--- src/rtl/histo_frame_scheduler.sv ---
// histo_frame_scheduler: frame decimation, histogram write gating and post-frame bin sweep
// streaming header, 2^BIN_W bin counts and a checksum trailer over valid/ready.
module histo_frame_scheduler #(
  parameter int BIN_W      = 10,
  parameter int DATA_W     = 24,
  parameter int CLR_CYCLES = 4
) (
  input  logic              clk,
  input  logic              reset,
  input  logic              enable,
  input  logic [7:0]        decimate,
  input  logic              frame_valid,
  input  logic              line_valid,
  output logic              pixel_valid_o,
  output logic              histo_clear_o,
  output logic [BIN_W-1:0]  bin_o,
  input  logic [DATA_W-1:0] bin_data_i,
  output logic [31:0]       tx_data_o,
  output logic              tx_valid_o,
  input  logic              tx_ready_i,
  output logic              busy_o,
  output logic [15:0]       frame_id_o,
  output logic [15:0]       dropped_o,
  output logic [2:0]        state_o
);
  localparam logic [2:0] IDLE    = 3'd0;
  localparam logic [2:0] ARM     = 3'd1;
  localparam logic [2:0] CAPTURE = 3'd2;
  localparam logic [2:0] HEADER  = 3'd3;
  localparam logic [2:0] READ    = 3'd4;
  localparam logic [2:0] SEND    = 3'd5;
  localparam logic [2:0] TRAILER = 3'd6;
  localparam logic [2:0] CLEAR   = 3'd7;

  logic [2:0]        state;
  logic              fv_q;
  logic              fv_rise;
  logic              accept;
  logic [7:0]        skip;
  logic [7:0]        clr_cnt;
  logic [15:0]       hdr_id;
  logic [DATA_W-1:0] data_q;
  logic [23:0]       checksum;

  assign fv_rise = frame_valid & ~fv_q;
  // The accepted frame's first cycle is still ARM, so gate it in directly to lose no pixel.
  assign accept = (state == ARM) & enable & fv_rise & (skip == 8'd0);
  assign pixel_valid_o = frame_valid & line_valid & ((state == CAPTURE) | accept);
  assign histo_clear_o = state == CLEAR;
  assign busy_o = (state != IDLE) && (state != ARM);
  assign state_o = state;

  always_comb begin
    tx_valid_o = (state == HEADER) || (state == SEND) || (state == TRAILER);
    tx_data_o  = (state == HEADER)  ? {8'hA5, 8'h00, hdr_id} :
                 (state == SEND)    ? 32'(data_q) :
                 (state == TRAILER) ? {8'h5A, checksum} : 32'd0;
  end

  always_ff @(posedge clk or negedge reset) begin
    if (!reset) begin
      state      <= IDLE;
      fv_q       <= 1'b0;
      skip       <= 8'd0;
      clr_cnt    <= 8'd0;
      hdr_id     <= 16'd0;
      data_q     <= '0;
      checksum   <= 24'd0;
      bin_o      <= '0;
      frame_id_o <= 16'd0;
      dropped_o  <= 16'd0;
    end else begin
      fv_q <= frame_valid;
      if (fv_rise) frame_id_o <= frame_id_o + 16'd1;
      if (fv_rise && busy_o && dropped_o != 16'hFFFF) dropped_o <= dropped_o + 16'd1;
      case (state)
        IDLE: begin
          skip <= 8'd0;
          if (enable) state <= ARM;
        end
        ARM:
          if (!enable) state <= IDLE;
          else if (fv_rise) begin
            if (skip == 8'd0) begin
              skip   <= decimate;
              hdr_id <= frame_id_o + 16'd1;
              state  <= CAPTURE;
            end else skip <= skip - 8'd1;
          end
        CAPTURE: if (!frame_valid) state <= HEADER;
        HEADER:
          if (tx_ready_i) begin
            bin_o    <= '0;
            checksum <= 24'd0;
            state    <= READ;
          end
        READ: begin
          data_q <= bin_data_i;
          state  <= SEND;
        end
        SEND:
          if (tx_ready_i) begin
            checksum <= checksum + 24'(data_q);
            if (&bin_o) state <= TRAILER;
            else begin
              bin_o <= bin_o + 1'b1;
              state <= READ;
            end
          end
        TRAILER:
          if (tx_ready_i) begin
            clr_cnt <= 8'd0;
            state   <= CLEAR;
          end
        CLEAR:
          if (clr_cnt == 8'(CLR_CYCLES - 1)) state <= enable ? ARM : IDLE;
          else clr_cnt <= clr_cnt + 8'd1;
        default: state <= IDLE;
      endcase
    end
  end
endmodule

--- config.mk ---
export PLATFORM = sky130hd
export DESIGN_NAME = histo_frame_scheduler
export DESIGN_NICKNAME = d
export VERILOG_FILES = /design/src/rtl/histo_frame_scheduler.sv
export SDC_FILE = /design/constraint.sdc
export NUM_CORES = 1
export LEC_CHECK = 0
export ABC_AREA = 1
export CORE_ASPECT_RATIO = 0.9
export CORE_MARGIN = 2
export CORE_UTILIZATION = 50
export CTS_CLUSTER_SIZE = 25
export DETAILED_ROUTE_END_ITERATION = 8
export GPL_TIMING_DRIVEN = 0
export PLACE_DENSITY = 0.74
export SLEW_MARGIN = 30
export SYNTH_ARGS = -nofsm -noshare
export SYNTH_HDL_FRONTEND = slang
export SYNTH_SLANG_ARGS = --single-unit
--- constraint.sdc ---
create_clock -name clk -period 3.4 [get_ports clk]
set_clock_uncertainty 0.1 [all_clocks]
set_input_delay 0.68 -clock clk [delete_from_list [all_inputs] [get_ports clk]]
set_output_delay 0.68 -clock clk [all_outputs]
set_load 0.02 [all_outputs]
==> results.json, run 1 <==
{
  "place_area_um2": 9590,
  "wl_um": 21600,
  "drtIter0Drc": 530,
  "grt_max_degree": 75,
  "grt_pass1_wl_um": 35700,
  "core-area_um2": 16000,
  "maxCapViolCount": 0,
  "status": "finished clean",
  "path_clk_slew_ns": 0.06,
  "vdd_drop_max_v": 0.000524,
  "p_int_mw": 4.86,
  "syn_area_per_cell_um2": 7.20,
  "ys_seq_elements": 126,
  "setup_viol": 0,
  "post-route-drc-count": 0,
  "antenna_left": 0,
  "gr-total-overflow": 0,
  "cp_data_arrival_time_ns": 2.55,
  "yosysTopAreaCell": "dfrtp_1",
  "synthAdderAreaFrac_pct": 4.72,
  "synth.distinct_cells": 38,
  "die-area_um2": 17300,
  "crit_chain": "nand2_2 -> nor2_4 -> inv_2 -> clkbuf_1 -> o211ai_1 -> clkdlybuf4s50_1",
  "num-nets-final": 1336,
  "post-route-cell-area_um2": 10200,
  "clock_path_buffers": 2,
  "critPathMaxStageDelay_ns": 0.64,
  "syn2layout_area_growth_pct": 25.7,
  "dieHeight_um": 125,
  "clk_latency_ns": 0.42,
  "gp_congestion": 0.946,
  "max_slew_margin_pct": 59.8,
  "hold_viol_final": 0,
  "start_util_pct": 50.7,
  "netlist_area_um2": 8120,
  "num_io_pins": 119,
  "setup.worst_path.class": "flop to output port",
  "cts_tree": "yes",
  "grt_usage_pct": 25.5,
  "cts_buffers": 17,
  "antenna_found_initial": 0,
  "min_period_ns": 3.33,
  "p_leak_nw": 5.06,
  "final_common_cell": "nand2_1",
  "finalCritPeriodShare_pct": 97.9,
  "final_cell_mix": "nand2_1, inv_1, dfrtp_1",
  "rsz0062_at_grt": "true",
  "place_inst": 1453,
  "synth_mux_area_share_pct": 3.33,
  "critPathSlowestCell": "clkdlybuf4s50_1",
  "cts-root-buf": "clkbuf_16",
  "pwr-share-comb_pct": 53.3,
  "cp_max_fo": 10,
  "synth_top_family_by_area": "simple AND/OR/NAND/NOR gates",
  "synth_top_area_share_pct": 38.8,
  "tightest_slew_ns": 0.602,
  "swShare_pct": 46.9,
  "synthCells": 1127,
  "synth-warning-count": 0,
  "slew_violations": 0,
  "ys_seq_area_share_pct": 38.8,
  "grt_pass1_vias": 7265,
  "cts-htree-levels": 4,
  "route.detailed.vias_per_inst": 5.10,
  "critical_path.endpoint_type": "output port",
  "clock-sinks": 126,
  "power.share.sequential_pct": 27.9,
  "synth_compound_area_share_pct": 9.02,
  "powerDensity_nw_per_um2": 897,
  "wire_per_inst_um": 14.5,
  "holdWs_ns": 0.0656,
  "synth-simple-area-share_pct": 30.6,
  "post-dp-hpwl_um": 16300,
  "fmax_ghz": 0.300,
  "drive_above_1_share_pct": 9.37,
  "switching_power_mw": 4.29,
  "synth_xor_area_share_pct": 4.32,
  "first_pass_iters": 5,
  "fin_tns_setup_ns": 0,
  "rrSetupSlack_ns": 1.12,
  "antenna_cells": 0,
  "fp.dieW_um": 138,
  "synth_area_leaders": "dfrtp_1, nand2_1, inv_1",
  "cp.required_ns": 2.62,
  "port_buffers": 118,
  "synth_fp_nets": 1195,
  "fin_cells": 1488,
  "p_clk_share_pct": 18.8,
  "fp-row-count": 44,
  "dr_total_vias": 7588,
  "cp-start-kind": "flop",
  "worst_hold_path_type": "input port to async pin"
}
==> flip-flops by register name, indices dropped and copies added (netlist names) <==
name / count
bin_o: 10
checksum: 24
clr_cnt: 8
data_q: 24
dropped_o: 16
frame_id_o: 16
fv_q: 1
hdr_id: 16
skip: 8
state_o: 3
==> power groups by stage <==
stage | clock network [mW] | logic [mW] | registers (mW)
after global routing | 1.82 | 5.45 | 2.63
after global placement | 0 | 4.74 | 2.55
after CTS | 1.75 | 4.85 | 2.55
after detailed placement | 0 | 4.82 | 2.56
after floorplan | 0 | 3.24 | 2.60
final | 1.72 | 4.88 | 2.55
==> routing by layer <==
metal	share of wire (%)	wire length (µm)	track usage [%]
met1	47	10200	34.9
met2	46	9810	40.9
met3	5.2	1130	5.04
met4	1.9	415	8.40
met5	0	0	0
==> cell families after synthesis <==
group	count (synthesis)
buf+inv	185
xor+xnor	40
simple gates	593
fa+ha+maj	30
mux	24
compound gates	129
flops	126
==> cells in the mapped netlist <==
master,number
a21oi_1,23
a21oi_2,3
nand2_2,3
clkbuf_1,7
dfrtp_1,126
inv_2,14
o21ai_1,35
and2_1,3
nand4_1,16
nor2_1,73
xor2_1,31
buf_4,7
xnor2_1,9
a22o_1,8
and2_0,1
buf_2,11
a31o_2,1
nor3_1,23
clkinv_1,1
ha_1,29
nand3b_1,4
o21ai_0,38
nor4_1,2
o211ai_1,11
o22ai_1,9
or2_2,3
nor3b_1,2
fa_1,1
nor2_2,3
buf_6,1
o21a_1,1
buf_1,1
nor2_4,5
nand3_1,66
inv_1,143
mux2_2,24
nor3_2,2
nand2_1,387
==> layout make-up <==
cell class	instances	area [µm²]
clock buffers	17	425
fillers	1432	5820
repair buffers	122	1240
inverters	158	599
flip-flops and latches	126	3160
plain buffers	27	159
clock inverters	15	130
well taps	207	259
multi-input cells	816	4230
==> path summary, 6_finish.rpt <==
path	startpoint	endpoint	cells past startpoint
max	state_o[1]	tx_data_o[5]	6
max reg2reg	data_q[0]	checksum[12]	11
max in group asynchronous	reset	clr_cnt[3]	2
min reg2reg	hdr_id[3]	hdr_id[3]	2
min in group clk	hdr_id[3]	hdr_id[3]	2
min	reset	checksum[20]	1
==> stage by stage <==
step	power [mW]	worst slack [ns]	util, %
finish	9.15	0.0703	63.7
global route	9.90	-0.0157	63.7
CTS	9.14	0.00724	63.4
detailed placement	7.38	-0.376	59.9
global placement	7.29	-3.66	59.7
floorplan	5.84	0.854	-
==> what timing repair did <==
item                                    CTS  global route
gates resized for setup                  13            10
hold endpoints to repair                  0             0
endpoints found under the setup margin   28            14
pin swaps                                 1             0
gates cloned                              0             0
setup buffers                             1             2
hold buffers                              0             0
==> critical path, delay by kind of cell (launching register included) <==
kind | cells | cell delay [ns]
AO/OA/AOI/OAI | 1 | 0.27
buffers and inverters | 3 | 1.03
flip-flops | 1 | 0.46
AND/OR/NAND/NOR | 2 | 0.37
Power figures use the tool's default switching activity.
==> run 2, diff against run 1 <==
Settings changed: CORE_MARGIN 2 to not set, CORE_UTILIZATION 50 to 60, PLACE_DENSITY 0.74 to 0.87, SETUP_SLACK_MARGIN set to 0.4.
==> results.json, run 2 (synthesis results as in run 1) <==
{
  "cts-htree-levels": 4,
  "crit_chain": "buf_6 -> inv_2 -> nor3_4 -> inv_2 -> nor2_4 -> nand2_4 -> nor2_4 -> inv_2 -> buf_4 -> a21oi_4 -> buf_6",
  "worst_hold_path_type": "input port to async pin",
  "num-nets-final": 1345,
  "swShare_pct": 46.2,
  "wl_um": 22500,
  "p_leak_nw": 5.30,
  "cp-start-kind": "flop",
  "cts_tree": "yes",
  "holdWs_ns": 0.0591,
  "cp_data_arrival_time_ns": 2.24,
  "power.share.sequential_pct": 27.2,
  "slew_violations": 0,
  "dr_total_vias": 8039,
  "fp-row-count": 39,
  "status": "finished clean",
  "antenna_cells": 0,
  "setup.worst_path.class": "flop to output port",
  "cp-startpoint": "state_o[0]",
  "clk_latency_ns": 0.42,
  "grt_usage_pct": 33.2,
  "gr-total-overflow": 0,
  "num_io_pins": 119,
  "worst-path-buf-inv": 6,
  "start_util_pct": 62.8,
  "crit_family": "buffers and inverters",
  "cp.required_ns": 2.62,
  "reg2reg_to": "checksum[16]",
  "p_int_mw": 5.11,
  "setup_viol": 0,
  "critPathMaxStageDelay_ns": 0.36,
  "path_depth": 11,
  "path_common_cell": "inv_2",
  "tightest_slew_ns": 0.566,
  "pwr-share-comb_pct": 52.8,
  "vdd_drop_max_v": 0.000571,
  "final_cell_mix": "nand2_1, inv_1, dfrtp_1",
  "path_clk_slew_ns": 0.06,
  "critical_path.endpoint_type": "output port",
  "rrSetupSlack_ns": 1.08,
  "grt_pass1_wl_um": 37200,
  "post-dp-hpwl_um": 16200,
  "switching_power_mw": 4.39,
  "dieHeight_um": 112,
  "antenna_left": 0,
  "final_common_cell": "nand2_1",
  "port_buffers": 118,
  "top_regs": "checksum: 24 flops, data_q: 24 flops",
  "antenna_found_initial": 0,
  "clock-sinks": 126,
  "min_period_ns": 3.02,
  "core-area_um2": 12900,
  "fp.dieW_um": 125,
  "cts-root-buf": "clkbuf_16",
  "gp_congestion": 0.960,
  "maxCapViolCount": 0,
  "reg2reg_depth": 11,
  "syn2layout_area_growth_pct": 26.7,
  "drive_above_1_share_pct": 11.5,
  "utilization_pct": 79.5,
  "fmax_ghz": 0.331,
  "first_pass_iters": 9,
  "drtIter0Drc": 847,
  "max_slew_margin_pct": 62.3,
  "cts_hold_buf": 0,
  "finalCritPeriodShare_pct": 88.8,
  "route.detailed.vias_per_inst": 5.53,
  "rsz0062_at_grt": "true",
  "cp_max_fo": 10,
  "crit_end": "pixel_valid_o",
  "grt_max_degree": 75,
  "die-area_um2": 14000,
  "powerDensity_nw_per_um2": 923,
  "p_clk_share_pct": 20.0,
  "hold_viol_final": 0,
  "wire_per_inst_um": 15.5,
  "cts_buffers": 17,
  "post-route-cell-area_um2": 10300,
  "grt_pass1_vias": 7761,
  "clock_path_buffers": 2,
  "place_area_um2": 9540,
  "place_inst": 1410,
  "critPathSlowestCell": "dfrtp_1",
  "fin_cells": 1453,
  "r2r-start": "data_q[0]",
  "post-route-drc-count": 0
}
## run 2: cell count changes in the layout (fill, tap and decap cells not counted), sizes merged
cell           delta
inv               -5
bufinv            +3
clkdlybuf4s50    -24
clkinv            +1
dlymetal6s2s      +8
clkbuf           +13
clkinvlp          -2
buf              +13
dlygate4sd2       -2
clkdlybuf4s15     +3
## run 2: through the flow
stage / setup slack [ns] / total power [mW] / TNS [ns]
floorplan: 0.854 / 5.84 / 0
global placement: -3.46 / 7.24 / -435.24
detailed placement: -0.399 / 7.38 / -0.399
CTS: 0.155 / 9.34 / 0
global route: 0.314 / 10.2 / 0
finish: 0.381 / 9.50 / 0
## run 2: worst min path at each step
stage              start          end  slack, ns  depth (start not counted)
2_1_floorplan      reset     bin_o[0]       0.28                          0
3_3_place_gp   hdr_id[5]    hdr_id[5]       0.36                          2
3_5_place_dp   hdr_id[7]    hdr_id[7]       0.37                          2
4_1_cts            reset  checksum[1]       0.08                          1
5_1_grt            reset  checksum[1]       0.09                          1
6_report           reset  checksum[1]       0.06                          1
## run 2: routing by layer
metal	routed length [µm]	track usage (%)	vias to the layer above	share of wire [%]
met4	604	14.1	0	2.7
met2	10700	54.3	360	48
met5	0	0	-	0
li1	-	-	3901	-
met1	9560	42.7	3730	42
met3	1620	7.48	48	7.2
## run 2: cell type report
cell class | count | area, µm²
plain buffers | 27 | 183
clock buffers | 19 | 453
clock inverters | 12 | 161
fillers | 870 | 2650
inverters | 158 | 597
multi-input cells | 816 | 4270
flip-flops and latches | 126 | 3160
well taps | 164 | 205
repair buffers | 131 | 1260
## run 2: power by group through the flow
stage / logic, mW / clock network (mW) / registers [mW]
final: 5.01 / 1.90 / 2.59
after global routing: 5.54 / 1.98 / 2.65
after CTS: 4.88 / 1.90 / 2.56
after detailed placement: 4.82 / 0 / 2.57
after global placement: 4.70 / 0 / 2.54
after floorplan: 3.24 / 0 / 2.60
## run 2: timing repair
action	in CTS	in global routing
setup buffers	4	8
endpoints found under the setup margin	34	31
gates cloned	0	0
resized for setup	41	61
pin swaps	2	6
==> RTL edit 1: new RTL, settings of run 1 <==
Change the parameter `DATA_W` from 24 to 16.
--- a/src/rtl/histo_frame_scheduler.sv
+++ b/src/rtl/histo_frame_scheduler.sv
@@ -2,7 +2,7 @@
 // streaming header, 2^BIN_W bin counts and a checksum trailer over valid/ready.
 module histo_frame_scheduler #(
   parameter int BIN_W      = 10,
-  parameter int DATA_W     = 24,
+  parameter int DATA_W     = 16,
   parameter int CLR_CYCLES = 4
 ) (
   input  logic              clk,
Ports: changed (resized bin_data_i); port bits go from 119 to 111. No check against the original RTL was run, so the function may have changed too.
==> RTL edit 1 against run 1 <==
Synthesized cell count decreased by 17%; die area decreased by 13%; core utilization increased by 2.4 points; sequential cell count decreased by 8; total power decreased by 16%; global-route usage increased by 0.20 points; hold slack got worse by 0.030 ns; area after synthesis decreased by 14%; design area decreased by 12%; worst setup slack improved by 0.027 ns; maximum frequency increased by 0.81%; routed wire length decreased by 17%; critical path type unchanged; critical endpoint is now tx_data_o[14].
==> RTL edit 1: results (changes against run 1) <==
stage,metric,value,unit,change
yosys,ranking of synthesized cells by area,"dfrtp_1, nand2_1, inv_1",,
yosys,Yosys cell types,36,,-5.3%
cts,Clock Tree Root,clkbuf_16,,
detailed_routing,Iteration-0 DRC Markers,393,,-26%
critical_path,worst r2r path cells,10,,-1
critical_path,"Arr. time, crit path",2.52,ns,-0.03 ns
critical_path,reg-to-reg critical path startpoint,data_q[0],,
final_layout,Top reg by flops,checksum,,
critical_path,max incr delay on CP,0.62,ns,-0.02 ns
yosys,most frequent cells after synthesis,"nand2_1, dfrtp_1, inv_1",,
pwr,leakage dissipation,4.35,nW,-14%
final_layout,layout cells sized above 1,8.02,%,-1.3 points
yosys,syn nets,993,,-17%
detailed_routing,via count,6467,,-15%
final_layout,antenna diode count,0,,unchanged
cts,Worst-Skew Late Latency,0.42,ns,about the same
cts,Max Buffers Root-to-Sink,2,,unchanged
detailed_routing,WL per Instance,14.3,um,-1.1%
global_routing,Total Routing Usage GR,25.7,%,+0.20 points
pwr,Pint,4.26,mW,-12%
global_routing,vias in the first global route,6184,,-15%
critical_path,Startpoint Class,register,,
final_layout,final net count,1125,,-16%
cts,H-tree levels,4,,unchanged
detailed_routing,DR pass1 iterations,5,,unchanged
pwr,Max VDD drop,0.000434,V,-17%
place,Final GP Congestion,0.941,,-0.53%
place,Buffers on Ports,110,,-6.8%
critical_path,FF-to-FF setup slack,1.19,ns,+0.07 ns
yosys,Syn. warnings,0,,unchanged
cts,cts bufs inserted,17,,unchanged
global_routing,initial antenna violation count,0,,unchanged
place,HPWL Detailed,13400,um,-18%
critical_path,FF-to-FF End,checksum[12],,
critical_path,Setup crit start,state_o[0],,
sta,Worst Max-Slew Pin Slew,0.596,ns,-0.00646 ns
global_routing,largest net degree at the start of global routing,81,,+8.0%
final_layout,fillers,1203,,-16%
cts,Clock transition at path regs,0.06,ns,about the same
critical_path,crit path max fanout,13,,+3
final_layout,Largest register FFs,24,,
yosys,"Seq/Total Area, Yosys",42.2,%,+3.4 points
run_status,run status,finished clean,,
global_routing,first-pass GRT wire length,30300,um,-15%
sta,TNS Setup,0,ns,unchanged
[RTL edit 1: area by class of cell]
class	instances	area share [%]
flip-flops and latches	118	33.1
plain buffers	25	1.64
well taps	168	2.35
clock inverters	13	1.12
clock buffers	19	5.07
repair buffers	113	12.8
inverters	110	4.62
multi-input cells	687	39.4
[RTL edit 1: logic make-up (layout without fill, tap and decap cells)]
| family | after synthesis | count (layout) | synth area share (%) |
|---|---|---|---|
| AOI/OAI and AO/OA | 129 | 129 | 10.1 |
| xor gates and xnor gates | 39 | 39 | 4.88 |
| adders and majority gates | 23 | 23 | 4.22 |
| buffers and inverters | 135 | 280 | 7.76 |
| DFF | 118 | 118 | 42.2 |
| muxes | 16 | 16 | 2.57 |
| and+or+nand+nor | 480 | 480 | 28.2 |
[RTL edit 1: repair_timing]
item	in CTS	in global routing
setup buffers	1	1
endpoints found under the setup margin	25	10
endpoints found under the hold margin	0	0
pin swaps	1	1
gates resized for setup	17	5
[RTL edit 1: power by group through the flow]
| stage | Combinational, mW | Sequential (mW) | Clock, mW |
|---|---|---|---|
| after floorplan | 2.49 | 2.33 | 0 |
| after global placement | 3.64 | 2.30 | 0 |
| after detailed placement | 3.70 | 2.30 | 0 |
| after CTS | 3.73 | 2.29 | 1.69 |
| after global routing | 4.25 | 2.36 | 1.75 |
| final | 3.74 | 2.30 | 1.66 |
[RTL edit 1: through the flow]
stage | worst slack, ns | std cells | hold WS [ns] | utilization [%] | area [um2]
global route | -0.0521 | 1253 | 0.0466 | 66.1 | 8930
finish | 0.0970 | 1253 | 0.0355 | 66.1 | 8930
CTS | 0.0137 | 1252 | 0.0329 | 66.0 | 8920
floorplan | 0.693 | 940 | 0.284 | - | 7000
detailed placement | -0.533 | 1219 | 0.368 | 61.7 | 8340
global placement | -3.20 | 1218 | 0.365 | 61.5 | 8310
[RTL edit 1: worst max-delay path: cells and delay by family (launching register included)]
family        cells  cell delay, ns
buf+inv           5            1.37
flops             1            0.34
simple gates      3            0.38
[RTL edit 1: per-layer routing]
layer | global-route usage (%) | up-vias | wire length [um]
met5 | 0 | - | 0
met4 | 8.48 | 0 | 303
met1 | 34.9 | 3007 | 8630
met2 | 41.3 | 125 | 8240
li1 | - | 3311 | -
met3 | 5.86 | 24 | 793
[RTL edit 1: worst max path at each step]
stage | to | slack [ns] | cells past startpoint
after detailed placement | pixel_valid_o | -0.53 | 9
after global placement | checksum[22] | -3.20 | 1
after CTS | tx_data_o[12] | 0.01 | 8
final | tx_data_o[14] | 0.1 | 8
after floorplan | pixel_valid_o | 0.69 | 7
after global routing | tx_data_o[13] | -0.05 | 8
==> RTL edit 2: new RTL, config.mk and constraints of run 1 <==
Made on the original files. Make the reset (`reset`) synchronous in one clocked block.
--- a/src/rtl/histo_frame_scheduler.sv
+++ b/src/rtl/histo_frame_scheduler.sv
@@ -57,7 +57,7 @@
                  (state == TRAILER) ? {8'h5A, checksum} : 32'd0;
   end
 
-  always_ff @(posedge clk or negedge reset) begin
+  always_ff @(posedge clk) begin
     if (!reset) begin
       state      <= IDLE;
       fv_q       <= 1'b0;
Behaviour: differs if reset is asserted again (counterexample within 4 cycles, from zero or initial values and one cycle with reset low); with reset held inactive, the same outputs for 4 cycles.
==> RTL edit 2 against run 1 <==
Worst setup slack gained 0.051 ns; critical path depth is 1 lower; first-iteration DRC count grew 12%; routed wire length is 4.3% higher; area after synthesis is 4.7% lower; design area shrank 3.9%; sequential cell count unchanged.
Power is not compared: it rests on default switching activity, and its combinational part moved more than twofold at a synthesized area within 25%.
==> RTL edit 2: results (changes against run 1) <==
stage,metric,value,unit,change
detailed_routing,Iteration-0 DRC Markers,591,,+12%
global_routing,vias in the first global route,7268,,+0.041%
run_status,run status,finished clean,,
global_routing,Total Routing Usage GR,27.3,%,+1.7 points
place,HPWL Detailed,16900,um,+3.8%
critical_path,worst r2r path cells,10,,-1
final_layout,Sequential Area,2520,um2,-20%
place,Placed Instance Area,9170,um2,-4.4%
yosys,"Seq/Total Area, Yosys",32.6,%,-6.2 points
yosys,Main synth FF type,dfxtp_1,,
final_layout,final net count,1408,,+5.4%
critical_path,max incr delay on CP,0.62,ns,-0.02 ns
critical_path,"Arr. time, crit path",2.50,ns,-0.05 ns
cts,CTS resizes,6,,-7
final_layout,Clock Buffer Count,20,,+3
final_layout,footprint of the multi-input gates,4360,um2,+3.1%
global_routing,first-pass GRT wire length,35500,um,-0.72%
critical_path,Worst Setup EP,tx_data_o[23],,
final_layout,Final non-clock buffer share,14.3,%,+0.61 points
place,Final GP Congestion,0.949,,+0.32%
sta,Worst slew margin,46.5,%,-13 points
final_layout,layout cells sized above 1,7.17,%,-2.2 points
worst_hold_path,Hold Path Class,reg -> reg,,
detailed_routing,met3 routed WL,1590,um,+41%
global_routing,met3 usage,5.37,%,+0.33 points
## RTL edit 2: cell count changes in the layout (fill, tap and decap cells not counted), sizes merged, moves of 24 or more
cell   before  now
nor2       81  152
a21oi      26   99
dfrtp     126    0
nand2     390  302
mux2       24    0
dfxtp       0  126
## RTL edit 2: metrics by stage
step | setup WS, ns | cells
2_1_floorplan | 0.813 | 1202
3_3_place_gp | -0.531 | 1522
3_5_place_dp | -0.474 | 1522
4_1_cts | 0.00339 | 1555
5_1_grt | 0.0173 | 1555
6_report | 0.121 | 1555
## RTL edit 2: kinds of logic (layout without fill, tap and decap cells)
kind of cell | count (synthesis) | after routing | share of synthesized area [%]
simple gates | 601 | 601 | 33.4
buf+inv | 211 | 362 | 11.1
compound gates | 210 | 210 | 15.3
flops | 126 | 126 | 32.6
fa+ha+maj | 30 | 30 | 4.95
xor+xnor | 24 | 24 | 2.72
